## src/rtl/osc_scan.sv

```systemverilog
// osc_scan: on each sample_tick, visits oscillators 0..N-1 one per cycle. For
// each oscillator it writes back the advanced phase count and adds a +/-velocity
// square-wave term to a signed accumulator. The finished sum is then registered
// into sample_out.
//
// Ports:
//   clk, n_rst        - system clock; asynchronous active-low reset
//   sample_tick       - one-cycle request for a full scan
//   count_sel ..      - state of the oscillator addressed by osc_num
//   ended_note_sel      (driven combinationally by the selector)
//   osc_num           - oscillator index to the selector; N when idle
//   count_wr_en/data  - count write-back for oscillator osc_num
//   sample_out        - signed mixed sample, held between updates
//   sample_valid      - pulses for one cycle when sample_out updates
//   busy              - high while a scan (SCAN or DONE) is in progress
//   overrun           - pulses when a sample_tick arrives while busy
module osc_scan #(
  parameter int unsigned N     = 24,
  parameter int unsigned OUT_W = 16
) (
  input  logic             clk,
  input  logic             n_rst,
  input  logic             sample_tick,
  input  logic [19:0]      count_sel,
  input  logic [19:0]      max_sel,
  input  logic [6:0]       velocity_sel,
  input  logic             key_pressed_sel,
  input  logic             ended_note_sel,
  output logic [6:0]       osc_num,
  output logic             count_wr_en,
  output logic [19:0]      count_wr_data,
  output logic [OUT_W-1:0] sample_out,
  output logic             sample_valid,
  output logic             busy,
  output logic             overrun
);

  // The accumulator must hold +/-N*127 and is never narrower than 13 bits.
  localparam int unsigned AccRaw  = $clog2(N * 127 + 1) + 1;
  localparam int unsigned AccW    = (AccRaw < 13) ? 13 : AccRaw;
  localparam logic [6:0]  IdleNum = 7'(N);
  localparam logic [6:0]  LastNum = 7'(N - 1);

  typedef enum logic [1:0] {StIdle, StScan, StDone} state_e;

  state_e                 state_q, state_d;
  logic [6:0]             idx_q, idx_d;
  logic signed [AccW-1:0] acc_q, acc_d;
  logic [OUT_W-1:0]       sample_q, sample_d;
  logic                   valid_q, valid_d;
  logic                   overrun_q, overrun_d;

  logic                   active;
  logic [20:0]            cnt_inc;
  logic signed [AccW-1:0] vel_ext;
  logic signed [AccW-1:0] contrib;

  // Per-oscillator datapath, valid whenever osc_num addresses an oscillator.
  always_comb begin
    active  = key_pressed_sel & ~ended_note_sel & (max_sel != 20'd0);
    // 21-bit increment so count_sel = 2^20-1 compares correctly against max_sel.
    cnt_inc = {1'b0, count_sel} + 21'd1;
    vel_ext = {{(AccW - 7){1'b0}}, velocity_sel};
    if (!active) begin
      contrib = '0;
    end else if (count_sel < (max_sel >> 1)) begin
      contrib = vel_ext;
    end else begin
      contrib = -vel_ext;
    end
  end

  always_comb begin
    state_d       = state_q;
    idx_d         = idx_q;
    acc_d         = acc_q;
    sample_d      = sample_q;
    valid_d       = 1'b0;
    // Any tick outside IDLE (including the DONE cycle) is dropped and flagged.
    overrun_d     = sample_tick & (state_q != StIdle);
    osc_num       = IdleNum;
    count_wr_en   = 1'b0;
    count_wr_data = '0;

    unique case (state_q)
      StIdle: begin
        if (sample_tick) begin
          state_d = StScan;
          idx_d   = '0;
          acc_d   = '0;
        end
      end
      StScan: begin
        osc_num     = idx_q;
        count_wr_en = 1'b1;
        if (active && (cnt_inc < {1'b0, max_sel})) begin
          count_wr_data = cnt_inc[19:0];
        end
        acc_d = acc_q + contrib;
        if (idx_q == LastNum) begin
          state_d = StDone;
        end else begin
          idx_d = idx_q + 7'd1;
        end
      end
      StDone: begin
        // Signed size cast sign-extends the sum to OUT_W.
        sample_d = OUT_W'(acc_q);
        valid_d  = 1'b1;
        state_d  = StIdle;
      end
      default: state_d = StIdle;
    endcase
  end

  always_ff @(posedge clk or negedge n_rst) begin
    if (!n_rst) begin
      state_q   <= StIdle;
      idx_q     <= '0;
      acc_q     <= '0;
      sample_q  <= '0;
      valid_q   <= 1'b0;
      overrun_q <= 1'b0;
    end else begin
      state_q   <= state_d;
      idx_q     <= idx_d;
      acc_q     <= acc_d;
      sample_q  <= sample_d;
      valid_q   <= valid_d;
      overrun_q <= overrun_d;
    end
  end

  assign sample_out   = sample_q;
  assign sample_valid = valid_q;
  assign overrun      = overrun_q;
  assign busy         = (state_q != StIdle);

endmodule

```

## config.mk

```make
export PLATFORM = sky130hd
export DESIGN_NAME = osc_scan
export DESIGN_NICKNAME = d
export VERILOG_FILES = /design/src/rtl/osc_scan.sv
export SDC_FILE = /design/constraint.sdc
export NUM_CORES = 1
export LEC_CHECK = 0
export BUFFER_PORTS_ARGS = -buffer_cell sky130_fd_sc_hd__buf_2
export CAP_MARGIN = 10
export CORE_UTILIZATION = 48
export CTS_CLUSTER_DIAMETER = 60
export CTS_CLUSTER_SIZE = 40
export DETAILED_ROUTE_END_ITERATION = 7
export PLACE_DENSITY = 0.76
export SYNTH_ARGS = -nofsm -noshare
export SYNTH_HDL_FRONTEND = slang
export SYNTH_SLANG_ARGS = --single-unit
export TNS_END_PERCENT = 20
```

## constraint.sdc

```tcl
create_clock -name clk -period 4.7 [get_ports clk]
set_input_delay 0.705 -clock clk [delete_from_list [all_inputs] [get_ports clk]]
set_output_delay 0.705 -clock clk [all_outputs]
set_load 0.01 [all_outputs]
```

==> flow_summary.toml, run 1 <==
[floorplan]
initial_utilization = 0.4942
core.rowCount = 31
coreArea_um2 = 7253
ios = 99
die_height_um = 88.42
dieArea_um2 = 7818
die_w_um = 88.42

[global_route]
grt_max_degree = 38
grt_util_all_layers = 0.2319
grt_pass1_wl_um = 14150
grt_overflow = 0
grt_pass1_vias = 3076
grt_antenna_before_repair = 0

[yosys]
post-synth-top-count-cell = "ha_1"
syn_inst = 410
ys.flop_type = "dfrtp_1"
synth_edf_count = 0
ys_types = 49
syn_area_um2 = 3585
ys_warn_count = 0
synth_area_leader_cell = "dfrtp_1"
syn-num-nets = 515
synth_top_area_frac = 0.2583
synthArstFlopShare = 1.000
synth_common_cells = "52 x ha_1, 37 x dfrtp_1, 30 x nor2_1"
ys_seq_area_frac = 0.2583
avgSynthCellArea_um2 = 8.743
yosys-top-cells-area = "dfrtp_1 26%, ha_1 18%, xnor2_1 4.6%, mux2_2 4.1%, xor2_1 3.9%"
ys_ff_latch = 37

[timing]
max_slew_margin = 0.2069
fin_skew_ns = 0.006041
slew_viol_final = 0
report.final.setup_viol = 0
timing.final.crit_share = 0.9531
rsz0062_at_grt = "no"
hold_ws_ns = 0.5013
fin_crit_ns = 4.479
hold_viol_final = 0
fin_setup_tns_ns = 0
max_freq_ghz = 0.2232
tightest_slew_ns = 1.187

[clock_network]
cts.sinks = 37
postCtsHoldBufs = 0
cts_tree = "yes"
post-cts-setup-buffers = 0
insertion_delay_ns = 0.30
ctsRootBufferMaster = "clkbuf_8"
ctsResizeCount = 0
clk_pin_slew_ns = 0.08
cts_inserted_buffers = 5
ctsHtreeMaxLevel = 2
clk_path_buf_depth = 2

[pwr]
swShare = 0.4079
p_int_uw = 1015
leakagePower_uw = 0.002351
p_comb_frac = 0.507
irDropWorstVdd_v = 0.0002594
clkPwrFrac = 0.173
pwr_density_cell_nw_per_um2 = 398.1
switchingPower_uw = 699.4
p_seq_frac = 0.320

[final_layout]
utilization = 0.5938
syn_to_final_growth_pct = 20.14
num-nets-final = 613
antenna_cells = 0
drive_gt1_frac = 0.2534

[critical_path]
r2r-start = "acc_q[1]"
crit_end = "count_wr_data[13]"
start_kind = "input pin"
cp_max_fo = 19
crit_start = "count_sel[2]"
worstPathRequired_ns = 3.99
crit_arrival_ns = 3.77
critical_path_class = "in2out"
r2r_slack_ns = 2.24
worstReg2RegEnd = "acc_q[9]"
crit_path_end_kind = "output pin"
worstRegToRegCells = 8

[place]
numPortBuffers = 98
routabilityCongestion = 0.8915
dpl.hpwl_um = 7183

[worst_hold_path]
min_path_type = "in2async"

[routing]
wirelength_um = 8887
drt_pass1_iterations = 4
via_count = 3328
initialDrtViolationCount = 107
viasPerCell = 5.474
ant_nets = 0
routedWlPerCell_um = 14.62
drc = 0

[run]
drv_cap = 0

[status]
status = "finished clean"
state kept, by name, indices dropped and copies added, names as in the netlist:
| name | cells |
|---|---|
| overrun | 1 |
| sample_out | 13 |
| sample_valid | 1 |
| state_q | 2 |
| idx_q | 7 |
| acc_q | 13 |
cell usage in the layout (no fill, tap or decap), types with 6 or more instances in the layout:
master / n
a211oi_1: 8
a21o_1: 16
a21oi_1: 15
and2_1: 7
and2b_1: 6
and3_1: 9
buf_2: 98
clkbuf_8: 6
dfrtp_1: 37
ha_1: 52
inv_1: 29
mux2_2: 13
nand2_1: 26
nand2b_1: 7
nand3_1: 14
nand4_1: 7
nor2_1: 30
nor2b_1: 12
nor3_1: 9
nor4_1: 7
o21ai_0: 14
xnor2_1: 19
xor2_1: 16
stage by stage:
stage | power, uW | cell area [um^2] | cells | setup slack (ns)
global placement | 1380 | 4175 | 600 | 0.2664
floorplan | 1153 | 3585 | 410 | 0.4499
global route | 1848 | 4307 | 608 | 0.001413
CTS | 1722 | 4295 | 608 | 0.1480
finish | 1715 | 4307 | 608 | 0.2206
detailed placement | 1416 | 4175 | 600 | 0.1693
power groups by stage:
stage          clock network, uW  logic, uW  registers, uW
2_1_floorplan                  0        610            542
6_report                     297        870            548
3_5_place_dp                   0        862            554
4_1_cts                      301        871            549
3_3_place_gp                   0        831            549
5_1_grt                      312        969            567
cell families (layout without fill, tap and decap cells):
| logic type | after synthesis | after routing | share of synthesized area |
|---|---|---|---|
| AO/OA/AOI/OAI | 84 | 84 | 0.1640 |
| AND/OR/NAND/NOR | 146 | 146 | 0.2133 |
| XOR/XNOR | 35 | 35 | 0.08551 |
| multiplexers | 15 | 15 | 0.04642 |
| buffers and inverters | 40 | 139 | 0.04537 |
| flip-flops | 37 | 37 | 0.2583 |
| adder cells (fa/ha/maj) | 53 | 53 | 0.1871 |
per-layer routing:
| metal | vias to the layer above | track usage | part of all wire | routed length, um |
|---|---|---|---|---|
| li1 | 1671 | - | - | - |
| met1 | 1559 | 0.3076 | 0.47 | 4154 |
| met2 | 85 | 0.3937 | 0.48 | 4247 |
| met3 | 13 | 0.03545 | 0.040 | 354 |
| met4 | 0 | 0.06305 | 0.015 | 130 |
| met5 | - | 0 | 0 | 0 |
final cells by class:
type                            instances  area (um^2)
Clock buffer                            6        82.58
Clock inverter                          2        37.54
Fill cell                             659         2947
Inverter                               29        108.9
Multi-Input combinational cell        333         2507
Sequential cell                        37        925.9
Tap cell                               99        123.9
Timing Repair Buffer                  102        520.5
how the worst min path moves through the flow:
stage                   from       endpoint  slack (ns)  cells after the start
3_5_place_dp   sample_out[4]  sample_out[4]        0.49                      1
5_1_grt        sample_out[6]  sample_out[6]        0.52                      1
6_report               n_rst       idx_q[5]        0.50                      1
4_1_cts        sample_out[4]  sample_out[4]        0.51                      1
2_1_floorplan          n_rst       acc_q[0]        0.41                      0
3_3_place_gp   sample_out[5]  sample_out[5]        0.48                      1
critical path, cell delays in order:
cell       delay (ns)
buf_2            0.13
nand3_1          0.14
nor2_1           0.22
nand2_1          0.09
nor3_1           0.23
buf_4            0.19
nand3_1          0.09
xnor2_1          0.16
ha_1             0.31
nand3_1          0.13
a2111oi_0        0.46
nor3_2           0.11
o21ai_1          0.19
buf_4            0.25
and2b_1          0.21
buf_2            0.13
No activity file was read; power rests on OpenSTA's default activity.
==> run 2, diff against run 1 <==
--- a/config.mk
+++ b/config.mk
@@ -5,13 +5,14 @@
 export SDC_FILE = /design/constraint.sdc
 export NUM_CORES = 1
 export LEC_CHECK = 0
-export BUFFER_PORTS_ARGS = -buffer_cell sky130_fd_sc_hd__buf_2
+export ABC_AREA = 1
 export CAP_MARGIN = 10
 export CORE_UTILIZATION = 48
 export CTS_CLUSTER_DIAMETER = 60
 export CTS_CLUSTER_SIZE = 40
 export DETAILED_ROUTE_END_ITERATION = 7
-export PLACE_DENSITY = 0.76
+export DONT_BUFFER_PORTS = 1
+export PLACE_DENSITY = 0.65
 export SYNTH_ARGS = -nofsm -noshare
 export SYNTH_HDL_FRONTEND = slang
 export SYNTH_SLANG_ARGS = --single-unit
==> run 2 against run 1 <==
Net effect: sequential power decreased by 5.8%; hold slack worse by 0.39 ns; critical path depth up 2; cell count increased by 11%; critical path type unchanged; worst setup slack improved by 0.26 ns; clock power is 26% lower; fmax increased by 6.3%; sequential cell count unchanged; die area rose by 8.5%; largest power group unchanged.
==> flow_summary.toml, run 2 <==
[final_layout]
syn_to_final_growth_pct = 3.725
final_common_cell = "nand2_1"
drive_gt1_frac = 0.07706
fillers = 808
mostFrequentLayoutCells = "121 x nand2_1, 103 x inv_1, 53 x nor2_1, 52 x ha_1, 37 x dfrtp_1"
num-nets-final = 676
utilization = 0.5176
design_area_um2 = 4041
antenna_cells = 0

[pwr]
switchingPower_uw = 608.9
swShare = 0.4374
clkPwrFrac = 0.158
p_seq_frac = 0.371
p_comb_frac = 0.471
pwr_density_cell_nw_per_um2 = 344.5
irDropWorstVdd_v = 0.0002504
leakagePower_uw = 0.002189
p_int_uw = 783.2
finalPower_uw = 1392

[timing]
fin_setup_tns_ns = 0
hold_viol_final = 0
max_slew_margin = 0.5776
slew_viol_final = 0
fin_skew_ns = 0.003306
tightest_slew_ns = 0.6314
fin_crit_ns = 4.215
rsz0062_at_grt = "no"
timing.final.crit_share = 0.8967
report.final.setup_viol = 0
max_freq_ghz = 0.2373
hold_ws_ns = 0.1099

[critical_path]
worstPathRequired_ns = 3.99
max_stage_delay_ns = 0.36
crit_arrival_ns = 3.51
start_kind = "input pin"
worstPathCellList = "ha_1 > nand2_1 > nor2_2 > nand2_1 > nor2_4 > nand3_2 > inv_2 > nand3_1 > xor2_1 > inv_1 > ha_1 > a21oi_1 > nor2_1 > a211oi_1 > nand2_1 > nand3_1 > nand2_2 > nor2_1"
crit_slowest_cell = "nand2_2"
crit_path_end_kind = "output pin"
critical_path_class = "in2out"
path_common_cell = "nand2_1"
cp_max_fo = 20

[routing]
viasPerCell = 5.207
wirelength_um = 9097
initialDrtViolationCount = 200
drc = 0
ant_nets = 0
drt_pass1_iterations = 4
routedWlPerCell_um = 13.52
via_count = 3504

[yosys]
yosys-top-cells-area = "dfrtp_1 24%, ha_1 17%, nand2_1 12%, inv_1 9.9%, nor2_1 5.1%"
ys_types = 37
synth_edf_count = 0
ys_ff_latch = 37
syn_area_um2 = 3896
avgSynthCellArea_um2 = 6.776
syn_inst = 575
synth_top_area_frac = 0.2376
ys.flop_type = "dfrtp_1"
ys_seq_area_frac = 0.2376
synth_common_cells = "121 x nand2_1, 103 x inv_1, 53 x nor2_1"
synth_area_leader_cell = "dfrtp_1"
syn-num-nets = 680
post-synth-top-count-cell = "nand2_1"
ys_warn_count = 0
synthArstFlopShare = 1.000

[clock_network]
insertion_delay_ns = 0.28
post-cts-setup-buffers = 0
ctsHtreeMaxLevel = 2
clk_path_buf_depth = 2
ctsRootBufferMaster = "clkbuf_8"
cts_inserted_buffers = 5
ctsResizeCount = 0
cts.sinks = 37
clk_pin_slew_ns = 0.07
postCtsHoldBufs = 0
cts_tree = "yes"

[floorplan]
dieArea_um2 = 8481
coreArea_um2 = 7807
die_height_um = 92.10
core.rowCount = 32
die_w_um = 92.10
initial_utilization = 0.4990
ios = 99

[global_route]
grt_max_degree = 38
grt_pass1_vias = 3355
grt_pass1_wl_um = 15090
grt_overflow = 0
grt_antenna_before_repair = 0
grt_util_all_layers = 0.2206

[status]
status = "finished clean"

[place]
routabilityCongestion = 0.8843
place_area_um2 = 3955
numPortBuffers = 0
dpl.hpwl_um = 7645

[run]
drv_cap = 0

[worst_hold_path]
min_path_type = "in2async"
-- run 2: area by class of cell --
class                           instances  area (um^2)  area share
Clock buffer                            7        86.33     0.02136
Sequential cell                        37        925.9      0.2291
Inverter                              110        412.9      0.1022
Timing Repair Buffer                    1        7.507    0.001858
Multi-Input combinational cell        416         2481      0.6139
Tap cell                              102        127.6     0.03158
-- run 2: final timing paths --
check | start | end | slack, ns | depth (start not counted)
setup / recovery | count_sel[0] | count_wr_data[18] | 0.49 | 18
hold / removal | n_rst | sample_out[0] | 0.11 | 0
setup reg to reg | acc_q[0] | acc_q[10] | 2.56 | 10
hold reg to reg | state_q[1] | state_q[1] | 0.50 | 1
max in group asynchronous | n_rst | idx_q[6] | 4.50 | 0
min in group clk | state_q[1] | state_q[1] | 0.50 | 1
-- run 2: power by group through the flow --
stage               logic [uW]  clock network (uW)  registers [uW]
global route               757                 238             532
floorplan                  546                   0             495
finish                     656                 221             516
CTS                        658                 227             516
global placement           636                   0             518
detailed placement         655                   0             521
-- run 2: kinds of logic after synthesis --
| logic type | after synthesis | synth area share |
|---|---|---|
| AOI/OAI and AO/OA | 80 | 0.1137 |
| adders and majority gates | 53 | 0.1721 |
| DFF | 37 | 0.2376 |
| xor gates and xnor gates | 25 | 0.05620 |
| and+or+nand+nor | 258 | 0.2948 |
| buffers and inverters | 122 | 0.1256 |
-- run 2: critical path, delay by kind of cell --
kind            cells  cell delay, ns
xor+xnor            1            0.23
buf+inv             2            0.17
compound gates      2            0.32
fa+ha+maj           2            0.47
simple gates       11            1.61
-- run 2: per-stage QoR --
step | cells | setup slack, ns
final | 673 | 0.4855
after CTS | 673 | 0.5187
after detailed placement | 666 | 0.5306
after global placement | 666 | 0.6203
after floorplan | 575 | 1.097
after global routing | 673 | 0.1990
-- run 2: metal layers --
metal | up-vias | share of wire | GRT usage
met1 | 1572 | 0.51 | 0.3051
met2 | 92 | 0.43 | 0.3557
met4 | 0 | 0.0084 | 0.04167
li1 | 1832 | - | -
met3 | 8 | 0.052 | 0.04643
met5 | - | 0 | 0
==> run 3, diff against run 2 <==
--- a/config.mk
+++ b/config.mk
@@ -7,12 +7,12 @@
 export LEC_CHECK = 0
 export ABC_AREA = 1
 export CAP_MARGIN = 10
-export CORE_UTILIZATION = 48
+export CORE_UTILIZATION = 30
 export CTS_CLUSTER_DIAMETER = 60
 export CTS_CLUSTER_SIZE = 40
 export DETAILED_ROUTE_END_ITERATION = 7
 export DONT_BUFFER_PORTS = 1
-export PLACE_DENSITY = 0.65
+export PLACE_DENSITY = 0.46
 export SYNTH_ARGS = -nofsm -noshare
 export SYNTH_HDL_FRONTEND = slang
 export SYNTH_SLANG_ARGS = --single-unit
==> run 3 against run 2 <==
Net effect: cell count grew 11%; highest routed layer unchanged; non-clock buffer count grew 1; critical endpoint is now count_wr_data[19]; largest power group unchanged; sequential share of layout area shrank 0.83 points.
==> flow_summary.toml, run 3 (synthesis gave the netlist of run 2 again) <==
[status]
status = "finished clean"

[pwr]
swShare = 0.4254
pwr_density_cell_nw_per_um2 = 358.1
p_comb_frac = 0.437
p_int_uw = 862.6
p_seq_frac = 0.345
leakagePower_uw = 0.002218
clkPwrFrac = 0.219
irDropWorstVdd_v = 0.0001330
switchingPower_uw = 638.7

[final_layout]
antenna_cells = 0
utilization = 0.3322
drive_gt1_frac = 0.08202
num-nets-final = 677
mostFrequentLayoutCells = "121 x nand2_1, 103 x inv_1, 53 x nor2_1, 52 x ha_1, 37 x dfrtp_1"
final_common_cell = "nand2_1"
syn_to_final_growth_pct = 7.611

[clock_network]
cts_tree = "yes"
post-cts-setup-buffers = 0
ctsHtreeMaxLevel = 2
cts_inserted_buffers = 5
postCtsHoldBufs = 0
ctsRootBufferMaster = "clkbuf_16"
cts.sinks = 37
clk_pin_slew_ns = 0.06
clk_path_buf_depth = 2
insertion_delay_ns = 0.28
ctsResizeCount = 0

[critical_path]
crit_path_end_kind = "output pin"
r2r-start = "acc_q[0]"
path_common_cell = "nand2_1"
max_stage_delay_ns = 0.29
worstPathRequired_ns = 3.99
worstReg2RegEnd = "acc_q[10]"
crit_end = "count_wr_data[19]"
r2r_slack_ns = 2.55
worstRegToRegCells = 10
crit_arrival_ns = 3.37
crit_slowest_cell = "ha_1"
cp_max_fo = 19
worstPathCellList = "ha_1 > nand2_1 > nor2_2 > nand2_1 > nor2_4 > nand3_2 > inv_2 > nand3_1 > xor2_1 > inv_1 > ha_1 > a21oi_1 > nor2_1 > a211oi_1 > nand2_1 > nand3_1 > nand2_2 > buf_4 > nor2_1"
start_kind = "input pin"
crit_start = "count_sel[0]"
critical_path_class = "in2out"

[routing]
ant_nets = 0
drc = 0
drt_pass1_iterations = 4
initialDrtViolationCount = 111
via_count = 3470
viasPerCell = 4.658
wirelength_um = 9903
routedWlPerCell_um = 13.29

[run]
drv_cap = 0

[global_route]
grt_util_all_layers = 0.1540
grt_antenna_before_repair = 0
grt_pass1_wl_um = 16330
grt_overflow = 0
grt_pass1_vias = 3421
grt_max_degree = 38

[floorplan]
die_w_um = 116.0
die_height_um = 116.0
initial_utilization = 0.3087
dieArea_um2 = 13450
coreArea_um2 = 12620
core.rowCount = 41
ios = 99

[place]
routabilityCongestion = 0.8851
dpl.hpwl_um = 8346
numPortBuffers = 0

[timing]
max_freq_ghz = 0.2456
rsz0062_at_grt = "no"
fin_crit_ns = 4.072
timing.final.crit_share = 0.8664
hold_viol_final = 0
tightest_slew_ns = 0.5548
slew_viol_final = 0
max_slew_margin = 0.6297
fin_skew_ns = 0.007470
fin_setup_tns_ns = 0
report.final.setup_viol = 0

[worst_hold_path]
min_path_type = "in2async"
==> run 3: changes by cell type in the layout (fill, tap and decap cells not counted), sizes merged <==
cell	change
buf	+1
clkbuf	-2
clkinvlp	+1
clkinv	+2
==> run 3: worst max-delay path: cells and delay by family <==
family                     cells  cell delay, ns
buffers and inverters          3            0.41
and+or+nand+nor               11            1.24
AOI/OAI and AO/OA              2            0.31
adders and majority gates      2            0.45
xor gates and xnor gates       1            0.23
==> run 3: final cells by class <==
cell class / count / area [um^2]
timing repair buffer: 2 / 15.01
inverter: 110 / 412.9
multi-input combinational: 416 / 2481
clock inverter: 3 / 17.52
tap: 172 / 215.2
clock buffer: 5 / 125.1
sequential: 37 / 925.9
fill: 1388 / 8427
==> run 3: worst min-delay path by stage <==
stage / startpoint / end / cells after the start
5_1_grt: n_rst / acc_q[8] / 0
4_1_cts: n_rst / idx_q[2] / 0
3_5_place_dp: n_rst / sample_out[1] / 0
2_1_floorplan: n_rst / acc_q[0] / 0
6_report: n_rst / idx_q[6] / 0
3_3_place_gp: n_rst / sample_out[2] / 0
==> run 3: power by group through the flow <==
stage | registers [uW] | logic [uW] | clock network [uW]
2_1_floorplan | 495 | 546 | 0
3_3_place_gp | 520 | 647 | 0
3_5_place_dp | 521 | 662 | 0
4_1_cts | 517 | 664 | 336
5_1_grt | 533 | 777 | 354
6_report | 517 | 656 | 329
==> run 3: per-stage QoR <==
step                worst slack [ns]  instance area, um^2  total power [uW]  hold WS (ns)  cells
floorplan                      1.097                 3896              1041        0.4094    575
global placement              0.6375                 4050              1167        0.4102    737
detailed placement            0.6282                 4050              1183        0.4103    737
CTS                           0.6257                 4193              1517        0.1101    745
global route                  0.3217                 4193              1664        0.1012    745
finish                        0.6281                 4193              1501        0.1162    745
==> run 3: per-layer routing <==
layer	wire length (um)	track usage
met1	4850	0.2060
met2	4287	0.2496
met3	588	0.03138
met4	177	0.04444
met5	0	0
